`src/rtl/dm_load_unit.sv`:
```
// dm_load_unit: load-side memory access unit.
// Takes a load request from the M stage, issues a word-aligned read to a
// variable-latency data memory, waits for rd_valid (bounded by MAX_WAIT
// cycles), then zero/sign-extends the addressed byte, halfword or word.
//
//   state | meaning
//   IDLE  | no read outstanding; new request may be accepted
//   WAIT  | read issued, rd_en/busy high, waiting for rd_valid
//   DONE  | one-cycle done pulse; a new request may be accepted here
module dm_load_unit #(
  parameter int MAX_WAIT = 15
) (
  input  logic        clk,
  input  logic        reset,
  input  logic        req,
  input  logic [31:0] addr,
  input  logic [3:0]  DEType,
  output logic        rd_en,
  output logic [31:0] rd_addr,
  input  logic        rd_valid,
  input  logic [31:0] rd_data,
  output logic        busy,
  output logic        done,
  output logic [31:0] data_out,
  output logic        adel,
  output logic        timeout
);

  localparam logic [3:0] LT_LW  = 4'b0001;
  localparam logic [3:0] LT_LBU = 4'b0010;
  localparam logic [3:0] LT_LB  = 4'b0011;
  localparam logic [3:0] LT_LHU = 4'b0100;
  localparam logic [3:0] LT_LH  = 4'b0101;

  // Last counter value that still counts as waiting; reaching it without
  // rd_valid abandons the read.
  localparam logic [7:0] WAIT_LAST = 8'(MAX_WAIT - 1);

  typedef enum logic [1:0] {
    S_IDLE = 2'd0,
    S_WAIT = 2'd1,
    S_DONE = 2'd2
  } state_t;

  state_t      state;
  logic [7:0]  wait_cnt;
  logic [1:0]  lat_b;
  logic [3:0]  lat_type;

  logic        type_legal;
  logic        misaligned;
  logic        accept;
  logic        reject;

  logic [7:0]  byte_sel;
  logic [15:0] half_sel;
  logic [31:0] ext_data;

  // Decode the incoming request: legal load type and alignment check.
  always_comb begin
    type_legal = 1'b0;
    misaligned = 1'b0;
    case (DEType)
      LT_LW: begin
        type_legal = 1'b1;
        misaligned = (addr[1:0] != 2'b00);
      end
      LT_LHU, LT_LH: begin
        type_legal = 1'b1;
        misaligned = addr[0];
      end
      LT_LBU, LT_LB: begin
        type_legal = 1'b1;
        misaligned = 1'b0;
      end
      default: begin
        type_legal = 1'b0;
        misaligned = 1'b0;
      end
    endcase
    accept = req && type_legal && !misaligned;
    reject = req && type_legal && misaligned;
  end

  // Pick the addressed byte/halfword out of the returned word and extend it.
  always_comb begin
    case (lat_b)
      2'd0:    byte_sel = rd_data[7:0];
      2'd1:    byte_sel = rd_data[15:8];
      2'd2:    byte_sel = rd_data[23:16];
      default: byte_sel = rd_data[31:24];
    endcase
    half_sel = lat_b[1] ? rd_data[31:16] : rd_data[15:0];
    case (lat_type)
      LT_LW:   ext_data = rd_data;
      LT_LBU:  ext_data = {24'h000000, byte_sel};
      LT_LB:   ext_data = {{24{byte_sel[7]}}, byte_sel};
      LT_LHU:  ext_data = {16'h0000, half_sel};
      LT_LH:   ext_data = {{16{half_sel[15]}}, half_sel};
      default: ext_data = rd_data;
    endcase
  end

  // Sequencer: state, wait counter, latched request and registered outputs.
  always_ff @(posedge clk) begin
    if (reset) begin
      state    <= S_IDLE;
      wait_cnt <= 8'd0;
      lat_b    <= 2'b00;
      lat_type <= 4'b0000;
      rd_en    <= 1'b0;
      rd_addr  <= 32'h0;
      busy     <= 1'b0;
      done     <= 1'b0;
      data_out <= 32'h0;
      adel     <= 1'b0;
      timeout  <= 1'b0;
    end else begin
      done    <= 1'b0;
      adel    <= 1'b0;
      timeout <= 1'b0;
      case (state)
        S_IDLE, S_DONE: begin
          if (accept) begin
            state    <= S_WAIT;
            lat_b    <= addr[1:0];
            lat_type <= DEType;
            rd_addr  <= {addr[31:2], 2'b00};
            wait_cnt <= 8'd0;
            rd_en    <= 1'b1;
            busy     <= 1'b1;
          end else begin
            state <= S_IDLE;
            adel  <= reject;
          end
        end
        S_WAIT: begin
          // A response in the limit cycle still counts: rd_valid is checked first.
          if (rd_valid) begin
            state    <= S_DONE;
            data_out <= ext_data;
            done     <= 1'b1;
            rd_en    <= 1'b0;
            busy     <= 1'b0;
          end else if (wait_cnt == WAIT_LAST) begin
            state   <= S_IDLE;
            timeout <= 1'b1;
            rd_en   <= 1'b0;
            busy    <= 1'b0;
          end else begin
            wait_cnt <= wait_cnt + 8'd1;
          end
        end
        default: begin
          state <= S_IDLE;
          rd_en <= 1'b0;
          busy  <= 1'b0;
        end
      endcase
    end
  end

endmodule

```
`config.mk`:
```
export PLATFORM = sky130hd
export DESIGN_NAME = dm_load_unit
export DESIGN_NICKNAME = d
export VERILOG_FILES = /design/src/rtl/dm_load_unit.sv
export SDC_FILE = /design/constraint.sdc
export NUM_CORES = 1
export LEC_CHECK = 0
export BUFFER_PORTS_ARGS = -buffer_cell sky130_fd_sc_hd__buf_4
export CAP_MARGIN = 10
export CORE_MARGIN = 5
export CORE_UTILIZATION = 35
export CTS_CLUSTER_DIAMETER = 30
export DETAILED_ROUTE_END_ITERATION = 10
export HOLD_SLACK_MARGIN = 0.05
export MAX_ROUTING_LAYER = met4
export PLACE_DENSITY = 0.59
export SYNTH_ARGS = -nofsm -noshare
export SYNTH_HDL_FRONTEND = slang
export SYNTH_SLANG_ARGS = --single-unit
```
`constraint.sdc`:
```
create_clock -name clk -period 2.94 [get_ports clk]
set_input_delay 0.735 -clock clk [delete_from_list [all_inputs] [get_ports clk]]
set_output_delay 0.735 -clock clk [all_outputs]
set_load 0.01 [all_outputs]
```
==> metrics.txt, run 1 <==
outcome=finished, final reports clean; worst hold path class=register to register; Post-Syn Instances=398; H-tree levels=3; critical path class=register to register; Max Freq=0.474 GHz; root buf cell=clkbuf_8; RSZ-0062 raised after global routing=no; ys flop type=dfxtp_1; CTS tree=built; Worst Path Arrival=2380 ps; Hold Path Sink=rd_addr[7]; Clk pwr share=0.395; Syn Std Cell Area=3670 um2; hold_buf cts=0; Tot Pwr=2510 uW; average size of a mapped cell=9.23 um2; IO Port Bufs=138; Crit Path Max Fanout=16; final worst path period need=2110 ps; Synth area leaders=dfxtp_1 45%, a31o_2 6.2%, o21ai_0 6.0%; sw frac=0.242; remaining global-route overflow=0; via count=3648; clk_lat worst skew=350 ps; Worst-path clk slew=80 ps; Post-CTS Setup Bufs=0; top-count cell post-synth=dfxtp_1; Final Net Count=590; Placed Area=4810 um2; Required @ worst endpoint=3220 ps; MaxCap Viol Count=0; clock sinks=82; Routed WL=11400 um; Pwr per Cell Area=497 nW/um2; Post-Route Utilization=0.491; Tcrit/Tclk final=0.717; CTS buffer count=9; vias in the first global route=3581; sequential power share=0.469; Final GP Congestion=0.813; worst reg2reg setup slack=830 ps; final-report setup violation count=0; initial cell density of the core=0.357; Synth top cells by count=82 x dfxtp_1, 44 x o21ai_0, 37 x nand2_1, 33 x a21oi_1, 30 x clkbuf_1; largest net degree at the start of global routing=53; gr usage total=0.181; die area=12600 um2; setup TNS=0 ps; max-slew violations=0; core area=10300 um2; post-CTS resize count=0; NetSw=606 uW; reg2reg end=data_out[12]; Lkg Pwr=0.00208 uW; CTS max path bufs=2; routed len/inst=17.4 um; design area=5050 um2; RR Startpoint=lat_type[1]; first-pass GRT wire length=18400 um; Yosys cell types=52; die height=112 um; Multi-input gate area=1850 um2; VDD IR max=0.000254 V; antenna violations before repair=0; Combinational Power Share=0.136; Fin. Hold Viols=0; share of cells above drive strength 1=0.388; Worst Tran Pin Value=993 ps; largest area contributor in the netlist=dfxtp_1; Area growth syn-to-layout=37.4%; placed wire-length estimate=8150 um; worst hold start=rd_addr[7]; detailed-route DRC error count=0; Reg area=1640 um2; FF-to-FF path depth=5; Pint=1900 uW; sequential cell area fraction in the yosys report=0.447; Rel. slew slack=0.336; Crit. End Element=register; ys async rst share=0; Fillers=1009; DRT Pass-1 Iters=7; # IOs=141; via/cell ratio=5.56; Routed Antenna Nets=0; Synth Warn #=0; row count=37; WHS Path Cells=1; EDFF count, synth=0; #FFs+latches synth=82; post-synth top area share=0.447; n_diodes=0; chip width=112 um; Post-Route Skew=9.75 ps; 1st-iter DRT viols=241; Hold WS=492 ps; crit start category=register
worst max-delay path, stage by stage (launching register included):
cell and delay (ps):
dfxtp_1 520, nor4bb_2 90, buf_4 210, nor2_1 760, a221oi_1 250, a21oi_1 210
layout by cell type (no fill, tap or decap), types with 2 or more instances in the layout:
| cell | n |
|---|---|
| mux4_2 | 7 |
| nor2_1 | 7 |
| bufinv_16 | 3 |
| a21oi_1 | 33 |
| a221oi_1 | 14 |
| nand4_1 | 2 |
| nor4b_1 | 25 |
| clkbuf_8 | 10 |
| nor3b_1 | 4 |
| xor2_1 | 2 |
| ha_1 | 2 |
| nand2b_1 | 3 |
| buf_4 | 148 |
| o211ai_1 | 9 |
| dfxtp_1 | 82 |
| o31ai_1 | 3 |
| inv_1 | 4 |
| or4_1 | 2 |
| nor3_1 | 7 |
| conb_1 | 2 |
| a211oi_1 | 5 |
| nand2_1 | 37 |
| o21ai_0 | 44 |
| and3_1 | 3 |
| nand3_1 | 4 |
| nor2b_1 | 3 |
| and2_1 | 2 |
| a31o_2 | 26 |
routing by layer:
layer	routed length, um	track usage	vias to the layer above
li1	-	-	1741
met1	5350	0.242	1761
met2	5240	0.279	141
met3	782	0.0458	5
met4	45	0.0393	0
met5	0	-	-
through the flow:
step / instances / setup slack, ps
after detailed placement: 641 / 534
final: 656 / 831
after CTS: 656 / 851
after global placement: 641 / 584
after floorplan: 399 / 884
after global routing: 656 / 592
cell families after synthesis:
group                      after synthesis  share of synthesized area
AOI/OAI and AO/OA                      148                      0.267
xor gates and xnor gates                 3                    0.00716
adders and majority gates                2                    0.00681
buffers and inverters                   48                     0.0549
DFF                                     82                      0.447
muxes                                    9                     0.0487
other                                    1                    0.00102
and+or+nand+nor                        105                      0.167
final cells by class:
cell class / instances / share of cell area
Tap cell: 136 / 0.0337
Clock inverter: 5 / 0.0203
Multi-Input combinational cell: 269 / 0.366
Sequential cell: 82 / 0.325
Inverter: 5 / 0.00372
Clock buffer: 10 / 0.0273
Timing Repair Buffer: 149 / 0.224
state kept, by name (all words and copies together) (netlist names):
signal,flops
done,1
state,2
lat_b,2
rd_addr,30
busy,1
adel,1
lat_type,4
wait_cnt,8
data_out,32
timeout,1
worst max-delay path by stage:
stage,start,endpoint,slack (ps),cells past startpoint
after floorplan,rd_valid,wait_cnt[7],880,4
final,lat_type[1],data_out[12],830,5
after CTS,lat_type[1],data_out[12],850,5
after detailed placement,rd_valid,wait_cnt[7],530,5
after global placement,rd_valid,wait_cnt[7],580,5
after global routing,lat_type[1],data_out[9],590,5
power groups by stage:
stage                     sequential, uW  combinational [uW]  clock, uW
after global routing                1180                 370       1060
after floorplan                     1210                 152          0
after CTS                           1180                 342       1020
after global placement              1200                 337          0
final                               1180                 340        992
after detailed placement            1200                 341          0
Note: power is estimated with default switching activity, not from simulation.
==> run 2: changes to the inputs <==
--- a/config.mk
+++ b/config.mk
@@ -5,6 +5,7 @@
 export SDC_FILE = /design/constraint.sdc
 export NUM_CORES = 1
 export LEC_CHECK = 0
+export ABC_AREA = 1
 export BUFFER_PORTS_ARGS = -buffer_cell sky130_fd_sc_hd__buf_4
 export CAP_MARGIN = 10
 export CORE_MARGIN = 5
@@ -13,7 +14,7 @@
 export DETAILED_ROUTE_END_ITERATION = 10
 export HOLD_SLACK_MARGIN = 0.05
 export MAX_ROUTING_LAYER = met4
-export PLACE_DENSITY = 0.59
+export PLACE_DENSITY = 0.61
 export SYNTH_ARGS = -nofsm -noshare
 export SYNTH_HDL_FRONTEND = slang
 export SYNTH_SLANG_ARGS = --single-unit
==> constraint.sdc (replaced) <==
create_clock -name clk -period 1.8 [get_ports clk]
set_input_delay 0.45 -clock clk [delete_from_list [all_inputs] [get_ports clk]]
set_output_delay 0.45 -clock clk [all_outputs]
set_load 0.01 [all_outputs]
==> run 2 against run 1 <==
Against the previous run: flip-flop and latch count stayed put; cell count is 28% higher; hold slack worse by 170 ps; non-clock buffer count is 5 higher; register-to-register slack worse by 560 ps; clock skew is 4.0 ps lower; die area is 7.5% higher; worst setup slack worse by 560 ps; critical path type unchanged; largest power group unchanged.
==> metrics.txt, run 2 <==
gr usage total=0.186 (was 0.181); Tcrit/Tclk final=0.846 (was 0.717); Pwr per Cell Area=801 nW/um2 (was 497 nW/um2); largest registers=data_out: 32 flops, rd_addr: 30 flops, wait_cnt: 8 flops (unchanged); average size of a mapped cell=7.10 um2 (was 9.23 um2); commonest non-fill, non-tap cells in the layout=150 x buf_4, 96 x nor2_1, 82 x dfxtp_1 (was 148 x buf_4, 82 x dfxtp_1, 44 x o21ai_0); crit start category=register (unchanged); root buf cell=clkbuf_16 (was clkbuf_8); Final Net Count=763 (was 590); ys async rst share=0 (unchanged); sequential cell area fraction in the yosys report=0.413 (was 0.447); Yosys cell types=35 (was 52); Largest register FFs=32 (unchanged); worst hold path class=input port to register (was register to register); top-count cell post-synth=nor2_1 (was dfxtp_1); Synth top cells by count=96 x nor2_1, 82 x dfxtp_1, 76 x o21ai_0, 73 x nand2_1, 47 x inv_1 (was 82 x dfxtp_1, 44 x o21ai_0, 37 x nand2_1, 33 x a21oi_1, 30 x clkbuf_1); Required @ worst endpoint=2020 ps (was 3220 ps); share of cells above drive strength 1=0.265 (was 0.388); Crit. End Element=register (unchanged); post-synth top area share=0.413 (was 0.447); Post-CTS Setup Bufs=0 (unchanged); design area=5430 um2 (was 5050 um2); Post-Route Skew=5.77 ps (was 9.75 ps); largest area contributor in the netlist=dfxtp_1 (unchanged); Worst Path Arrival=1750 ps (was 2380 ps); IO Port Bufs=138 (unchanged); #FFs+latches synth=82 (unchanged); die area=13600 um2 (was 12600 um2); Syn Std Cell Area=3980 um2 (was 3670 um2); outcome=finished, final reports clean (unchanged); initial cell density of the core=0.353 (was 0.357); CTS tree=built (unchanged); largest net degree at the start of global routing=56 (was 53); n_diodes=0 (unchanged); critical path class=register to register (unchanged); Fin. Hold Viols=0 (unchanged); final-report setup violation count=0 (unchanged); Post-Syn Instances=560 (was 398); 1st-iter DRT viols=330 (was 241); via/cell ratio=5.02 (was 5.56); Area growth syn-to-layout=36.6% (was 37.4%); final worst path period need=1520 ps (was 2110 ps); vias in the first global route=4146 (was 3581); chip width=117 um (was 112 um); Worst-path clk slew=60 ps (was 80 ps); antenna violations before repair=0 (unchanged); VDD IR max=0.000525 V (was 0.000254 V); Fillers=1121 (was 1009); worst hold start=rd_valid (was rd_addr[7]); die height=117 um (was 112 um); Lkg Pwr=0.00262 uW (was 0.00208 uW); Max Freq=0.656 GHz (was 0.474 GHz); routed len/inst=14.8 um (was 17.4 um); CTS buffer count=9 (unchanged); commonest non-fill, non-tap cell in the layout=buf_4 (unchanged); Final GP Congestion=0.909 (was 0.813); max-slew violations=0 (unchanged); RR Startpoint=wait_cnt[0] (was lat_type[1]); register with the most flip-flops=data_out (unchanged); Synth Warn #=0 (unchanged); row count=39 (was 37); H-tree levels=3 (unchanged); setup TNS=0 ps (unchanged); post-CTS resize count=0 (unchanged); first-pass GRT wire length=19600 um (was 18400 um); core area=11300 um2 (was 10300 um2); via count=4205 (was 3648); placed wire-length estimate=9080 um (was 8150 um); clk_lat worst skew=330 ps (was 350 ps); worst reg2reg setup slack=280 ps (was 830 ps); Crit Path Max Fanout=8 (was 16); DRT Pass-1 Iters=7 (unchanged); Hold Path Sink=timeout (was rd_addr[7]); Routed WL=12400 um (was 11400 um); remaining global-route overflow=0 (unchanged); FF-to-FF path depth=7 (was 5); Synth area leaders=dfxtp_1 41%, o21ai_0 9.6%, nor2_1 9.1% (was dfxtp_1 45%, a31o_2 6.2%, o21ai_0 6.0%); WHS Path Cells=2 (was 1); reg2reg end=busy (was data_out[12]); CTS max path bufs=2 (unchanged); EDFF count, synth=0 (unchanged); Post-Route Utilization=0.482 (was 0.491); Routed Antenna Nets=0 (unchanged); MaxCap Viol Count=0 (unchanged); # IOs=141 (unchanged); ys flop type=dfxtp_1 (unchanged); clock sinks=82 (unchanged); detailed-route DRC error count=0 (unchanged); RSZ-0062 raised after global routing=no (unchanged); hold_buf cts=0 (unchanged); Placed Area=5160 um2 (was 4810 um2)
## run 2: changes by cell type after synthesis, moves of 10 or more
cell | previous run | this run
nor2_1 | 7 | 96
inv_1 | 4 | 47
nand2_1 | 37 | 73
o21ai_0 | 44 | 76
a31o_2 | 26 | 0
nand3_1 | 4 | 29
nor4b_1 | 25 | 0
o21bai_1 | 1 | 18
a31oi_1 | 1 | 17
clkbuf_1 | 30 | 14
a221oi_1 | 14 | 0
nand4_1 | 2 | 12
## run 2: layer usage
layer  vias up  global-route usage  part of all wire
met4         0              0.0612             0.016
met2       176               0.290              0.46
li1       2106                   -                 -
met1      1908               0.242              0.44
met3        15              0.0363             0.082
met5         -                   -                 0
## run 2: cell type report
cell class	instances	area [um2]	share of cell area
multi-input cells	391	1940	0.357
flip-flops and latches	82	1640	0.302
repair buffers	154	1210	0.222
clock buffers	12	246	0.0454
inverters	51	193	0.0355
well taps	143	179	0.0329
clock inverters	4	27.5	0.00507
## run 2: through the flow
step	std cells	power (uW)	hold WS, ps	worst slack, ps
after floorplan	561	2330	460	409
after global placement	821	2680	478	152
after detailed placement	821	2680	486	129
after CTS	837	4410	306	276
after global routing	837	4580	315	90.6
final	837	4350	318	276
## run 2: worst max-delay path by stage
| stage | from | to | slack, ps | cells past startpoint |
|---|---|---|---|---|
| 4_1_cts | wait_cnt[0] | wait_cnt[1] | 280 | 7 |
| 6_report | wait_cnt[0] | busy | 280 | 7 |
| 2_1_floorplan | addr[0] | rd_addr[10] | 410 | 8 |
| 3_3_place_gp | DEType[1] | wait_cnt[0] | 150 | 9 |
| 3_5_place_dp | DEType[2] | rd_addr[17] | 130 | 9 |
| 5_1_grt | lat_b[1] | data_out[20] | 90 | 8 |
## run 2: critical path, cell delays in order, from the launching register on
cell and delay, ps:
dfxtp_1 390, inv_1 80, ha_1 200, nand4_1 110, nand3_1 200, buf_4 230, a21oi_1 150, nor2_1 60
## run 2: cells by family after synthesis
| kind of cell | synth area share |
|---|---|
| compound gates | 0.216 |
| xor+xnor | 0.00441 |
| fa+ha+maj | 0.00629 |
| buf+inv | 0.100 |
| flops | 0.413 |
| other cells | 0.000943 |
| simple gates | 0.260 |
## run 2: report_power, final
part,switching [uW],internal [uW]
Clock,737,971
Combinational,375,322
Sequential,50.8,1900
Total,1160,3190
